<file path="src/rtl/mole_scheduler.sv">
// Whack-a-mole game sequencer: synchronizes the start/target buttons, runs a
// tick prescaler while a game is in progress, spawns lamps pseudo-randomly,
// ages lit lamps into misses, and keeps a saturating hit-minus-miss score.
module mole_scheduler #(
    parameter int          TICK_CYCLES     = 100000,
    parameter int          LAMP_ON_TICKS   = 1000,
    parameter int          SPAWN_GAP_TICKS = 500,
    parameter int          GAME_TICKS      = 30000,
    parameter int          MAX_LIT         = 2,
    parameter logic [15:0] LFSR_SEED       = 16'hACE1
) (
    input  logic        clk,
    input  logic        reset,
    input  logic        start_n,
    input  logic [3:0]  btn_n,
    output logic [3:0]  lamp,
    output logic        ingame,
    output logic [15:0] score,
    output logic [15:0] ticks_left,
    output logic        game_over
);

    localparam int PW = (TICK_CYCLES > 1) ? $clog2(TICK_CYCLES) : 1;
    localparam int AW = (LAMP_ON_TICKS > 1) ? $clog2(LAMP_ON_TICKS) : 1;
    localparam int GW = (SPAWN_GAP_TICKS > 0) ? $clog2(SPAWN_GAP_TICKS + 1) : 1;

    localparam logic [PW-1:0] PRESC_LAST = PW'(TICK_CYCLES - 1);
    localparam logic [AW-1:0] AGE_LAST   = AW'(LAMP_ON_TICKS - 1);
    localparam logic [GW-1:0] GAP_RELOAD = GW'(SPAWN_GAP_TICKS);
    localparam logic [15:0]   GAME_INIT  = 16'(GAME_TICKS);
    localparam logic [2:0]    MAX_LIT_V  = 3'(MAX_LIT);
    // Right-shifting Galois form of x^16+x^14+x^13+x^11+1
    localparam logic [15:0]   LFSR_TAPS  = 16'hB400;

    typedef enum logic [1:0] {IDLE, PLAY, OVER} state_t;

    state_t        state_reg, state_next;
    logic [PW-1:0] presc_reg, presc_next;
    logic [GW-1:0] gap_reg, gap_next;
    logic [15:0]   score_reg, score_next;
    logic [15:0]   ticks_reg, ticks_next;
    logic [15:0]   lfsr_reg, lfsr_next;
    logic [3:0]    lit_reg, lit_next;
    logic          game_over_reg, game_over_next;

    logic [4:0]    sync1_reg, sync2_reg, sync3_reg;
    logic [4:0]    press;
    logic          press_start;
    logic [3:0]    press_btn;

    logic          in_play, tick, last_tick, spawn_ok;
    logic [3:0]    hit, expire, miss, spawn_vec;
    logic [2:0]    hit_cnt, miss_cnt, lit_cnt;
    logic [17:0]   score_sum;
    logic [15:0]   score_sat;
    logic [1:0]    idx;

    // Two-flop synchronizers plus one history flop for falling-edge detection
    always_ff @(posedge clk or negedge reset) begin
        if (!reset) begin
            sync1_reg <= '1;
            sync2_reg <= '1;
            sync3_reg <= '1;
        end else begin
            sync1_reg <= {start_n, btn_n};
            sync2_reg <= sync1_reg;
            sync3_reg <= sync2_reg;
        end
    end

    assign press       = sync3_reg & ~sync2_reg;
    assign press_start = press[4];
    assign press_btn   = press[3:0];

    assign in_play   = (state_reg == PLAY);
    assign tick      = in_play && (presc_reg == PRESC_LAST);
    assign last_tick = tick && (ticks_reg <= 16'd1);

    // Per-lamp hit/expiry decode and age counter
    generate
        for (genvar gi = 0; gi < 4; gi++) begin : g_lamp
            logic [AW-1:0] age_reg;

            assign hit[gi]    = in_play & press_btn[gi] & lit_reg[gi];
            assign expire[gi] = tick & lit_reg[gi] & (age_reg == AGE_LAST);
            assign miss[gi]   = expire[gi] & ~hit[gi];

            // Age restarts at zero whenever the lamp is dark or freshly spawned
            always_ff @(posedge clk or negedge reset) begin
                if (!reset) begin
                    age_reg <= '0;
                end else if (!lit_next[gi] || !lit_reg[gi]) begin
                    age_reg <= '0;
                end else if (tick) begin
                    age_reg <= age_reg + AW'(1);
                end
            end
        end
    endgenerate

    assign hit_cnt  = {2'b00, hit[0]} + {2'b00, hit[1]} + {2'b00, hit[2]} + {2'b00, hit[3]};
    assign miss_cnt = {2'b00, miss[0]} + {2'b00, miss[1]} + {2'b00, miss[2]} + {2'b00, miss[3]};
    assign lit_cnt  = {2'b00, lit_reg[0]} + {2'b00, lit_reg[1]} + {2'b00, lit_reg[2]} + {2'b00, lit_reg[3]};

    // 18-bit sum: bit 17 set means the result went negative, bit 16 means overflow
    assign score_sum = {2'b00, score_reg} + {15'd0, hit_cnt} - {15'd0, miss_cnt};
    assign score_sat = score_sum[17] ? 16'h0000 :
                       (score_sum[16] ? 16'hFFFF : score_sum[15:0]);

    assign spawn_ok = tick && !last_tick && (gap_reg == '0) && (lit_cnt < MAX_LIT_V);

    // Pick the first dark lamp scanning upward from the LFSR's low bits
    always_comb begin
        spawn_vec = '0;
        idx       = '0;
        for (int k = 3; k >= 0; k--) begin
            idx = lfsr_reg[1:0] + 2'(k);
            if (!lit_reg[idx]) begin
                spawn_vec     = '0;
                spawn_vec[idx] = 1'b1;
            end
        end
    end

    assign lfsr_next = {1'b0, lfsr_reg[15:1]} ^ (lfsr_reg[0] ? LFSR_TAPS : 16'h0000);

    // Next-state, prescaler, tick counter, spawn gap, score and lit-vector update
    always_comb begin
        state_next     = state_reg;
        presc_next     = presc_reg;
        gap_next       = gap_reg;
        score_next     = score_reg;
        ticks_next     = ticks_reg;
        lit_next       = '0;
        game_over_next = 1'b0;
        case (state_reg)
            IDLE: begin
                if (press_start || press_btn[0]) begin
                    state_next = PLAY;
                    score_next = '0;
                    ticks_next = GAME_INIT;
                    gap_next   = '0;
                    presc_next = '0;
                end
            end
            PLAY: begin
                presc_next = tick ? '0 : presc_reg + PW'(1);
                score_next = score_sat;
                lit_next   = (lit_reg & ~hit & ~expire) | (spawn_ok ? spawn_vec : 4'b0000);
                if (tick) begin
                    if (last_tick) begin
                        state_next     = OVER;
                        ticks_next     = '0;
                        lit_next       = '0;
                        game_over_next = 1'b1;
                    end else begin
                        ticks_next = ticks_reg - 16'd1;
                        if (spawn_ok) begin
                            gap_next = GAP_RELOAD;
                        end else if (gap_reg != '0) begin
                            gap_next = gap_reg - GW'(1);
                        end
                    end
                end
            end
            OVER: begin
                if (press_start) begin
                    state_next = PLAY;
                    score_next = '0;
                    ticks_next = GAME_INIT;
                    gap_next   = '0;
                    presc_next = '0;
                end
            end
            default: state_next = IDLE;
        endcase
    end

    // Game state registers; the LFSR free-runs in every state
    always_ff @(posedge clk or negedge reset) begin
        if (!reset) begin
            state_reg     <= IDLE;
            presc_reg     <= '0;
            gap_reg       <= '0;
            score_reg     <= '0;
            ticks_reg     <= '0;
            lfsr_reg      <= LFSR_SEED;
            lit_reg       <= '0;
            game_over_reg <= 1'b0;
        end else begin
            state_reg     <= state_next;
            presc_reg     <= presc_next;
            gap_reg       <= gap_next;
            score_reg     <= score_next;
            ticks_reg     <= ticks_next;
            lfsr_reg      <= lfsr_next;
            lit_reg       <= lit_next;
            game_over_reg <= game_over_next;
        end
    end

    assign lamp       = lit_reg;
    assign ingame     = in_play;
    assign score      = score_reg;
    assign ticks_left = ticks_reg;
    assign game_over  = game_over_reg;

endmodule

</file>
<file path="config.mk">
export PLATFORM = sky130hd
export DESIGN_NAME = mole_scheduler
export DESIGN_NICKNAME = d
export VERILOG_FILES = /design/src/rtl/mole_scheduler.sv
export SDC_FILE = /design/constraint.sdc
export NUM_CORES = 1
export LEC_CHECK = 0
export BUFFER_PORTS_ARGS = -buffer_cell sky130_fd_sc_hd__buf_2
export CAP_MARGIN = 20
export CORE_MARGIN = 10
export CORE_UTILIZATION = 60
export CTS_CLUSTER_SIZE = 28
export DETAILED_ROUTE_END_ITERATION = 12
export PLACE_DENSITY = 0.79
export SYNTH_ARGS = -nofsm -noshare
export SYNTH_HDL_FRONTEND = slang
export SYNTH_SLANG_ARGS = --single-unit
export TNS_END_PERCENT = 50
</file>
<file path="constraint.sdc">
create_clock -name clk -period 13.2 [get_ports clk]
set_input_delay 1.32 -clock clk [delete_from_list [all_inputs] [get_ports clk]]
set_output_delay 1.32 -clock clk [all_outputs]
set_load 0.05 [all_outputs]
</file>
# After elaboration in Yosys (flattened, before gate mapping)
# Cells that the tools add are included.
# Widths: inputs -> output; s select.
dict set report totals {
  ff_bits 136
  latchBits 0
  mem_bits_rw 0
  mem_bits_ro 0
  inputBits 7
  output_inout_bits 38
  wordCells 188
  memories 0
}
dict set report op_classes {
  n_addsub 21
  mul 0
  div_mod_pow 0
  n_lt_le_gt_ge 10
  n_eq_ne 13
  n_shift 0
  muxes 62
  n_bitwise 32
  reduce_logical 35
}
# cell count
set ops {}
lappend ops {{$mux 16} 9}
lappend ops {{$pmux 16 s3} 2}
lappend ops {{$mux 10} 8}
lappend ops {{$mux 9} 6}
lappend ops {{$mux 17} 3}
lappend ops {{$pmux 17 s3} 1}
lappend ops {{$add 10x1->10 const B} 4}
lappend ops {{$eq 10x10->1 const B} 4}
lappend ops {{$mux 4} 8}
lappend ops {{$pmux 9 s3} 1}
lappend ops {{$and 1x1->1} 20}
lappend ops {{$sub 17x3->18} 1}
lappend ops {{$add 16x3->17} 1}
lappend ops {{$add 17x1->17 const B} 1}
lappend ops {{$eq 17x17->1 const B} 1}
lappend ops {{$le 16x1->1 const B} 1}
lappend ops {{$sub 16x1->16 const B} 1}
lappend ops {{$xor 15x16->16} 1}
lappend ops {{$lt 2x3->1 const B} 4}
lappend ops {{$mux 1} 11}
lappend ops {{$add 2x1->3} 3}
lappend ops {{$add 3x1->3} 3}
lappend ops {{$logic_and 1x1->1} 9}
lappend ops {{$logic_not 1->1} 9}
lappend ops {{30 further kinds} 61}

# Logic depth before layout (Yosys ltp)
# Gate-level depths: netlist of run 1.
dict set report logic_depth {
  depth_word 17
  mapped_depth 19
  depth_no_buf 18
}

# Least setup slack after synthesis of run 1
# No wires, ideal clock.
dict set report synth_path {
  path_kind {register -> register}
  from {register presc_reg[0]}
  to {register score_reg[15], in the netlist score[15]}
  setup_ns 0.134
  arrival_ns 5.081
  required_ns 13.066
  path_slack_ns 7.986
  stages_incl_launch_ff 19
  n_path_buf 1
  period_less_slack_ns 5.214
  path_cell_list {dfrtp_1 -> ha_1 -> and4_1 -> nand4_1 -> nor2_1 -> nor4b_1 -> fa_1 -> fa_1 -> fa_1 -> inv_1 -> ha_1 -> fa_1 -> nand2_1 -> a21oi_1 -> nor3_1 -> a21oi_1 -> o311ai_2 -> clkbuf_1 -> o21ai_0}
}
dict set report synth_between {
  elab_chain_cells 12
  elab_cells_between_ends 21
  cone_classes {4 x add/sub; 1 x eq/ne; 3 x mux; 12 x bitwise; 1 x reduce/logical}
}
# item line_no
set synth_rtl {}
lappend synth_rtl {{start: declaration} 38} ;# logic [PW-1:0] presc_reg, presc_next;
lappend synth_rtl {{start signal: assignment} 192} ;# presc_reg <= presc_next;
lappend synth_rtl {{$eq 17x17->1 (*)} 76} ;# assign tick = in_play && (presc_reg == PRESC_LAST);
lappend synth_rtl {{$logic_and 1x1->1 (*)} 76}
lappend synth_rtl {{$and 1x1->1 (2 in a row)} 85} ;# assign expire[gi] = tick & lit_reg[gi] & (age_reg == AGE_LAST);
lappend synth_rtl {{$and 1x1->1} 86} ;# assign miss[gi] = expire[gi] & ~hit[gi];
lappend synth_rtl {{$add 1x1->2} 102} ;# assign miss_cnt = {2'b00, miss[0]} + {2'b00, miss[1]} + {2'b00, miss[2]} + {2'b00, miss[3]};
lappend synth_rtl {{$add 2x1->3} 102}
lappend synth_rtl {{$add 3x1->3 (*)} 102}
lappend synth_rtl {{$sub 17x3->18 (*)} 106} ;# assign score_sum = {2'b00, score_reg} + {15'd0, hit_cnt} - {15'd0, miss_cnt};
lappend synth_rtl {{$mux 16} 108} ;# (score_sum[16] ? 16'hFFFF : score_sum[15:0]);
lappend synth_rtl {{$mux 16 (*)} 107} ;# assign score_sat = score_sum[17] ? 16'h0000 :
lappend synth_rtl {{$pmux 16 s3 (*)} 136} ;# case (state_reg)
lappend synth_rtl {{end signal: assignment} 194} ;# score_reg <= score_next;
lappend synth_rtl {{end: declaration} 40} ;# logic [15:0] score_reg, score_next;
# Every way passes the cells marked *; elsewhere a longest branch is shown, timed or not.
# A chain may end at the register's enable or synchronous reset.

# Worst setup path after layout of run 1
dict set report layout_path {
  from {register presc_reg[0]}
  to {register score_reg[2], in the netlist score[2]}
}
# The elaborated chain is that of the path after synthesis.

==> impl_metrics.tcl, run 1 <==
set metrics [dict create \
    rrSetupSlack_ns 6.94 \
    cts_resized 0 \
    ff2ff_path_depth 18 \
    synthSimpleGateAreaFrac_pct 22.81 \
    multi_input_area_sq_um 4270 \
    cts_tree "done" \
    start_kind "flip-flop" \
    muxShareOfSynthArea_pct 1.243 \
    io_buffers 44 \
    n_fill_cell 1045 \
    maxCapViolCount 0 \
    postCtsSetupRepairBufs 0 \
    required_ns 13.44 \
    cpMostUsedCell "fa_1" \
    route.detailed.drc 0 \
    synthFlopType "dfrtp_1" \
    hp-class "reg -> reg" \
    path_cells "ha_1 > and4_1 > nand4_1 > nor2_1 > nand2_1 > nor3b_1 > fa_1 > fa_1 > fa_1 > inv_1 > ha_1 > fa_1 > nand2_1 > a21oi_1 > nor3_1 > a21oi_1 > o311ai_2 > o21ai_0" \
    grt.overflow.total 0 \
    leakage_nw 3.913 \
    critical_path.max_stage_delay_ns 0.89 \
    swShare_pct 31.69 \
    grt_max_degree 91 \
    die_width_um 135.8 \
    nets 963 \
    switchingPower_uw 394.1 \
    comb_power_share_pct 19.2 \
    status "finished clean" \
    setup_ws_ns 6.943 \
    ys_async_sr_fraction_pct 100.0 \
    setup.worst_path.end_class "flip-flop" \
    finalMaxSlewViolations 0 \
    crit_slowest_cell "o311ai_2" \
    detail_route.vias_per_cell 6.027 \
    syn_inst 858 \
    root_buffer "clkbuf_16" \
    startpoint "presc_reg[0]" \
    rsz0062_at_grt "false" \
    critical_path.max_fanout 16 \
    setup_viol 0 \
    seqCellArea_sq_um 3432 \
    fin_tns_setup_ns 0 \
    insertedDiodeCount 0 \
    yosysSeqAreaShare_pct 42.63 \
    ys_seq_elements 136 \
    synth_compound_area_share_pct 14.92 \
    numCtsBuffers 17 \
    dr.pass1.iters 5 \
    p_clk_share_pct 40.2 \
    syn_area_sq_um 8051 \
    grt_usage_pct 20.41 \
    rows 42 \
    dp.cells 1061 \
    ant_nets 0 \
    p_int_uw 849.7 \
    layoutNonFillerInstCount 1093 \
    hold_viol 0 \
    synthXorXnorAreaFrac_pct 5.113 \
    largest_register_ff_count 40 \
    syn_nets 917 \
    top_level_ports 45 \
    hold_buffers 0 \
    syn_to_final_growth_pct 12.68 \
    final_common_cell "dfrtp_1" \
    finalCriticalPeriod_ns 6.257 \
    drt_iter0_drc 481 \
    hp-start "lfsr_reg[9]" \
    gp_congestion 0.8665 \
    grt_pass1_vias 6501 \
    die_area_sq_um 18450 \
    slew_headroom_pct 31.45 \
    cts_sinks 136 \
    fmax_mhz 159.8 \
    critPathTopFamily "adder cells" \
    start_util_pct 61.04 \
    synth_cell_types 72 \
    post-route-util_pct 68.78 \
    path_class "reg -> reg" \
    critPathBufInv 1 \
    num_vias 6588 \
    core_sq_um 13190 \
    syn_area_per_cell_sq_um 9.384 \
    r2r_start "presc_reg[0]" \
    dp_hpwl_um 12340 \
    tightest_slew_ns 1.027 \
    fp.dieH_um 135.8 \
    grt_pass1_wl_um 31020 \
    min_to "lfsr_reg[8]" \
    routedWlPerCell_um 16.63 \
    power_density_nw_per_um2 137.1 \
    drive_gt1_share_pct 14.18 \
    insertion_delay_ns 0.42 \
    cp.arrival_ns 6.50 \
    finalPower_mw 1.244 \
    cts_buffer_depth 2 \
    final_cell_mix "113 x dfrtp_1, 87 x nor2_1, 76 x o21ai_0, 66 x nand2_1, 64 x inv_1" \
    ir_drop_mv 0.1061 \
    p_seq_share_pct 40.6 \
    synth_edf_count 0 \
    h-tree-depth 4 \
    wl_um 18180 \
    min_path_cells 0 \
    r2r-end "score[2]" \
    synthAdderAreaFrac_pct 8.920 \
    synth_warnings 0 \
    path_clk_slew_ns 0.06 \
    dp_slack_ns 7.002 \
    antenna_found_initial 0 \
    synth_top_family_by_area "simple AND/OR/NAND/NOR gates" \
    skew_ns 0.01211 \
    finalCritPeriodShare_pct 47.40 \
]
[cell usage after synthesis, types with 4 or more instances]
cell | number | area (sq um)
ha_1 | 43 | 538.0
nor4b_1 | 5 | 43.79
nor4_1 | 17 | 106.4
nor2_1 | 88 | 330.3
clkbuf_1 | 15 | 56.30
a211oi_1 | 4 | 30.03
nor2b_1 | 7 | 43.79
nand3b_1 | 5 | 37.54
nor3_1 | 37 | 185.2
nand4_1 | 19 | 118.9
nor3b_1 | 8 | 60.06
xor2_1 | 18 | 157.7
o22ai_1 | 4 | 25.02
nand3_1 | 29 | 145.1
nand2_1 | 66 | 247.7
a21oi_1 | 34 | 170.2
and3_1 | 11 | 68.82
o21a_1 | 5 | 37.54
xnor2_1 | 29 | 254.0
dfrtp_1 | 113 | 2828
nor4bb_1 | 6 | 60.06
nand2b_1 | 13 | 81.33
or3_1 | 7 | 43.79
a22o_1 | 4 | 35.03
o21ai_0 | 76 | 380.4
a21o_1 | 8 | 60.06
inv_1 | 64 | 240.2
fa_1 | 9 | 180.2
buf_2 | 8 | 40.04
a31oi_1 | 7 | 43.79
and2_1 | 4 | 25.02
mux4_2 | 4 | 90.09
o31ai_1 | 8 | 60.06
dfstp_2 | 23 | 604.3
o41ai_1 | 5 | 43.79
[stage by stage]
| stage | area (sq um) | hold slack [ns] |
|---|---|---|
| finish | 9072 | 0.3516 |
| global route | 9072 | 0.3557 |
| global placement | 8449 | 0.3343 |
| CTS | 9072 | 0.3546 |
| detailed placement | 8449 | 0.3397 |
| floorplan | 8051 | 0.3312 |
[cells by family after synthesis]
kind of cell	count (synthesis)
adders and majority gates	52
DFF	136
AOI/OAI and AO/OA	184
and+or+nand+nor	345
muxes	5
buffers and inverters	89
xor gates and xnor gates	47
[layer usage]
metal,routed length (um),global-route usage (%)
met1,8370,26.90
met2,8569,32.59
met3,995,4.945
met4,240,6.160
met5,0,0
[power groups by stage]
stage          registers (mW)  logic, mW  clock network, mW
2_1_floorplan           0.558      0.124                  0
3_3_place_gp            0.508      0.236                  0
3_5_place_dp            0.510      0.240                  0
4_1_cts                 0.504      0.241              0.507
5_1_grt                 0.512      0.265              0.528
6_report                0.505      0.239              0.500
[worst max-delay path by stage]
stage	endpoint	slack, ns	depth (start not counted)
floorplan	score[15]	7.99	18
global placement	score[2]	7.29	17
detailed placement	score[2]	7.00	17
CTS	score[2]	6.95	17
global route	score[7]	6.42	17
finish	score[2]	6.94	18
[layout make-up]
class	instances	share of cell area, %
Clock buffer	20	4.923
Sequential cell	136	37.83
Clock inverter	12	1.945
Inverter	64	2.648
Tap cell	176	2.427
Timing Repair Buffer	52	3.158
Multi-Input combinational cell	633	47.07
Note: power is estimated with default switching activity, not from simulation.
==> run 2, diff against run 1 <==
==> constraint.sdc (replaced) <==
create_clock -name clk -period 5.8 [get_ports clk]
set_input_delay 0.58 -clock clk [delete_from_list [all_inputs] [get_ports clk]]
set_output_delay 0.58 -clock clk [all_outputs]
set_load 0.05 [all_outputs]
==> impl_metrics.tcl, run 2 (synthesis results as in run 1) <==
set metrics [dict create \
    ir_drop_mv 0.2292 \
    root_buffer "clkbuf_16" \
    fin_tns_setup_ns 0 \
    grt_max_degree 78 \
    finalCriticalPeriod_ns 5.299 \
    insertion_delay_ns 0.42 \
    fp.dieH_um 135.8 \
    maxCapViolCount 0 \
    detail_route.vias_per_cell 6.044 \
    gp_congestion 0.9338 \
    layoutNonFillerInstCount 1096 \
    core_sq_um 13190 \
    setup_viol 0 \
    cp.arrival_ns 5.59 \
    nets 967 \
    largest_register_ff_count 40 \
    wl_um 18300 \
    rows 42 \
    num_vias 6624 \
    slew_headroom_pct 38.03 \
    wl_met2_um 8385 \
    tightest_slew_ns 0.9225 \
    drive_gt1_share_pct 14.57 \
    power_density_nw_per_um2 305.6 \
    skew_ns 0.007959 \
    dp.cells 1065 \
    critical_path.max_fanout 10 \
    grt_pass1_wl_um 31170 \
    hold_buffers 0 \
    hold_viol 0 \
    path_class "reg -> reg" \
    grt.overflow.total 0 \
    final_common_cell "dfrtp_1" \
    finalMaxSlewViolations 0 \
    h-tree-depth 4 \
    cts_sinks 136 \
    die_width_um 135.8 \
    setup.worst_path.end_class "flip-flop" \
    io_buffers 44 \
    cts_buffer_depth 2 \
    fmax_mhz 188.7 \
    path_clk_slew_ns 0.06 \
    required_ns 6.09 \
    route.detailed.drc 0 \
    grt_usage_pct 20.53 \
    top_level_ports 45 \
    rsz0062_at_grt "false" \
    insertedDiodeCount 0 \
    syn_to_final_growth_pct 12.82 \
    antenna_found_initial 0 \
    ant_nets 0 \
    dr.pass1.iters 5 \
    hp-class "in -> async" \
    routedWlPerCell_um 16.70 \
    wl_met1_um 8384 \
    dp_hpwl_um 12690 \
    grt_pass1_vias 6289 \
    leakage_nw 3.926 \
    drt_iter0_drc 564 \
    met3_wirelength_um 1156 \
    routed.top_layer "met4" \
    numCtsBuffers 17 \
    start_util_pct 61.04 \
    finalCritPeriodShare_pct 91.36 \
    final_cell_mix "113 x dfrtp_1, 87 x nor2_1, 76 x o21ai_0, 66 x nand2_1, 64 x inv_1" \
    status "finished clean" \
    cts_tree "done" \
    die_area_sq_um 18450 \
    start_kind "flip-flop" \
]
-- run 2: cell type report --
type	instances	area, sq um
fillers	1042	4106
well taps	176	220.2
clock inverters	10	127.6
multi-input cells	633	4287
flip-flops and latches	136	3432
repair buffers	56	316.6
inverters	64	240.2
clock buffers	21	460.4
-- run 2: path summary, 6_finish.rpt --
path                                   start                    to  slack (ns)  depth (start not counted)
max in group asynchronous              reset  g_lamp[0].age_reg[7]        4.39                          2
worst max register to register  presc_reg[0]              score[1]        0.50                         19
worst max-delay path            presc_reg[0]              score[1]        0.50                         19
worst min register to register   lfsr_reg[4]           lfsr_reg[3]        0.35                          0
worst min-delay path                   reset            gap_reg[1]        0.18                          1
min in group clk                    btn_n[3]          sync1_reg[3]        0.25                          1
-- run 2: power breakdown --
group	switching (mW)	total (mW)	internal (mW)
registers	0.109	1.15	1.04
clock network	0.390	1.08	0.690
logic	0.380	0.545	0.166
-- run 2: metrics by stage --
stage / worst slack [ns] / utilization [%] / power (mW) / hold slack (ns) / area [sq um]
floorplan: 0.5855 / - / 1.553 / 0.2844 / 8051
global placement: 0.5256 / 64.29 / 1.689 / 0.3361 / 8479
detailed placement: 0.3342 / 64.29 / 1.702 / 0.3387 / 8479
CTS: 0.3023 / 68.74 / 2.785 / 0.2054 / 9067
global route: 0.08090 / 68.87 / 2.904 / 0.2297 / 9084
finish: 0.5008 / 68.87 / 2.776 / 0.1814 / 9084
-- run 2: worst max-delay path, cell delays in order, from the launching register on --
cell and delay (ns):
dfrtp_1 0.39, ha_1 0.24, and4_1 0.31, nand4_1 0.15, nor2_1 0.25, nand2_1 0.12, nor3b_1 0.25, fa_1 0.49
fa_1 0.43, fa_1 0.51, inv_1 0.04, ha_1 0.23, fa_1 0.41, nand2_1 0.12, a21oi_1 0.12, nor3_1 0.21
a21oi_1 0.14, o311ai_4 0.40, buf_4 0.24, o21ai_0 0.11
-- run 2: metal layers --
| metal | vias to the layer above | global-route usage [%] |
|---|---|---|
| met5 | - | 0 |
| met4 | 0 | 7.416 |
| met3 | 34 | 4.613 |
| met2 | 238 | 31.94 |
| met1 | 3179 | 27.53 |
| li1 | 3173 | - |
-- run 2: what timing repair did --
| action | in CTS | in global routing |
|---|---|---|
| endpoints found under the setup margin | 0 | 10 |
| gates resized for setup | 0 | 2 |
| setup buffers | 0 | 0 |
==> run 3, diff against run 2 <==
--- a/config.mk
+++ b/config.mk
@@ -7,11 +7,10 @@
 export LEC_CHECK = 0
 export BUFFER_PORTS_ARGS = -buffer_cell sky130_fd_sc_hd__buf_2
 export CAP_MARGIN = 20
-export CORE_MARGIN = 10
 export CORE_UTILIZATION = 60
 export CTS_CLUSTER_SIZE = 28
 export DETAILED_ROUTE_END_ITERATION = 12
-export PLACE_DENSITY = 0.79
+export PLACE_DENSITY = 0.8
 export SYNTH_ARGS = -nofsm -noshare
 export SYNTH_HDL_FRONTEND = slang
 export SYNTH_SLANG_ARGS = --single-unit
==> constraint.sdc (replaced) <==
create_clock -name clk -period 6.5 [get_ports clk]
set_input_delay 0.65 -clock clk [delete_from_list [all_inputs] [get_ports clk]]
set_output_delay 0.65 -clock clk [all_outputs]
set_load 0.05 [all_outputs]
==> impl_metrics.tcl, run 3 (synthesis results as in run 1) <==
set metrics [dict create \
    final_cell_mix "113 x dfrtp_1, 87 x nor2_1, 76 x o21ai_0, 66 x nand2_1, 64 x inv_1" \
    path_class "reg -> reg" \
    ff2ff_path_depth 18 \
    drive_gt1_share_pct 13.94 \
    status "finished clean" \
    cts_tree "done" \
    insertion_delay_ns 0.43 \
    gp_congestion 0.9225 \
    h-tree-depth 4 \
    grt_pass1_vias 6551 \
    grt_max_degree 82 \
    fin_tns_setup_ns 0 \
    path_clk_slew_ns 0.06 \
    required_ns 6.80 \
    hold_buffers 0 \
    setup_viol 0 \
    seqCellArea_sq_um 3432 \
    syn_to_final_growth_pct 11.59 \
    top_level_ports 45 \
    rsz0062_at_grt "false" \
    multi_input_area_sq_um 4280 \
    hold_slack_ns 0.1783 \
    layoutNonFillerInstCount 1090 \
    root_buffer "clkbuf_16" \
    rows 41 \
    grt_usage_pct 28.36 \
    die_width_um 117.8 \
    fmax_mhz 167.4 \
    placed_area_sq_um 8444 \
    grt.overflow.total 0 \
    start_kind "flip-flop" \
    slew_headroom_pct 29.66 \
    largest_register_ff_count 40 \
    insertedDiodeCount 0 \
    cp.arrival_ns 6.27 \
    final_area_sq_um 8985 \
    routedWlPerCell_um 17.07 \
    leakage_nw 3.874 \
    nets 964 \
    dr.pass1.iters 5 \
    n_fill_cell 1004 \
    dp.cells 1057 \
    finalCritPeriodShare_pct 91.88 \
    final_common_cell "dfrtp_1" \
    dp_hpwl_um 12670 \
    hp-class "in -> async" \
    numCtsBuffers 17 \
    die_area_sq_um 13890 \
    cts_sinks 136 \
    route.detailed.drc 0 \
    ir_drop_mv 0.1636 \
    antenna_found_initial 0 \
    finalCriticalPeriod_ns 5.972 \
    detail_route.vias_per_cell 6.172 \
    start_util_pct 62.53 \
    finalMaxSlewViolations 0 \
    fp.dieH_um 117.8 \
    ant_nets 0 \
    num_vias 6727 \
    io_buffers 44 \
    hold_viol 0 \
    tightest_slew_ns 1.047 \
    finalPower_mw 2.357 \
    grt_pass1_wl_um 31550 \
    drt_iter0_drc 515 \
    cts_buffer_depth 2 \
    power_density_nw_per_um2 262.3 \
    maxCapViolCount 0 \
    critical_path.max_fanout 9 \
    core_sq_um 12880 \
    wl_um 18610 \
    setup.worst_path.end_class "flip-flop" \
    skew_ns 0.008721 \
]
[run 3: path summary, 6_finish.rpt]
path / start / slack [ns] / endpoint
min in group clk: btn_n[2] / 0.32 / sync1_reg[2]
hold / removal: reset / 0.18 / gap_reg[8]
hold reg to reg: lfsr_reg[4] / 0.35 / lfsr_reg[3]
setup reg to reg: presc_reg[9] / 0.53 / score[4]
setup / recovery: presc_reg[9] / 0.53 / score[4]
max in group asynchronous: reset / 5.23 / sync2_reg[2]
[run 3: repair_timing]
action                                  CTS  global route
endpoints found under the setup margin    0             1
gates resized for setup                   0             1
setup buffers                             0             0
[run 3: cell type report]
type | instances | share of cell area (%)
tap | 172 | 2.395
clock buffer | 22 | 4.944
sequential | 136 | 38.20
clock inverter | 10 | 0.6545
multi-input combinational | 633 | 47.64
timing repair buffer | 53 | 3.495
inverter | 64 | 2.674
[run 3: stage by stage]
| stage | util, % | worst slack, ns |
|---|---|---|
| 6_report | 69.78 | 0.5276 |
| 3_5_place_dp | 65.58 | 0.5046 |
| 5_1_grt | 69.78 | 0.1469 |
| 4_1_cts | 69.49 | 0.4643 |
| 2_1_floorplan | - | 1.286 |
| 3_3_place_gp | 65.58 | 0.8122 |
[run 3: worst max-delay path, cell delays in order, from the launching register on]
cell,delay [ns]
dfrtp_1,0.49
nor4b_1,0.41
nand4_1,0.32
nor2_1,0.31
nand2_1,0.14
nor3b_1,0.37
fa_1,0.51
fa_1,0.44
fa_1,0.51
inv_1,0.05
ha_1,0.23
fa_1,0.41
nand2_1,0.11
a21oi_1,0.12
nor3_1,0.42
a21oi_1,0.20
o311ai_4,0.46
buf_4,0.24
o21ai_0,0.10
[run 3: metal layers]
layer  up-vias  share of wire (%)  GRT usage (%)
met1      3279                 44          36.87
met3        29                5.5          5.620
li1       3169                  -              -
met4         0                1.8          11.14
met2       250                 49          46.65
met5         -                  0              0
[run 3: power breakdown]
part	internal (mW)	switching, mW
combinational	0.150	0.345
sequential	0.928	0.0963
clock	0.481	0.357
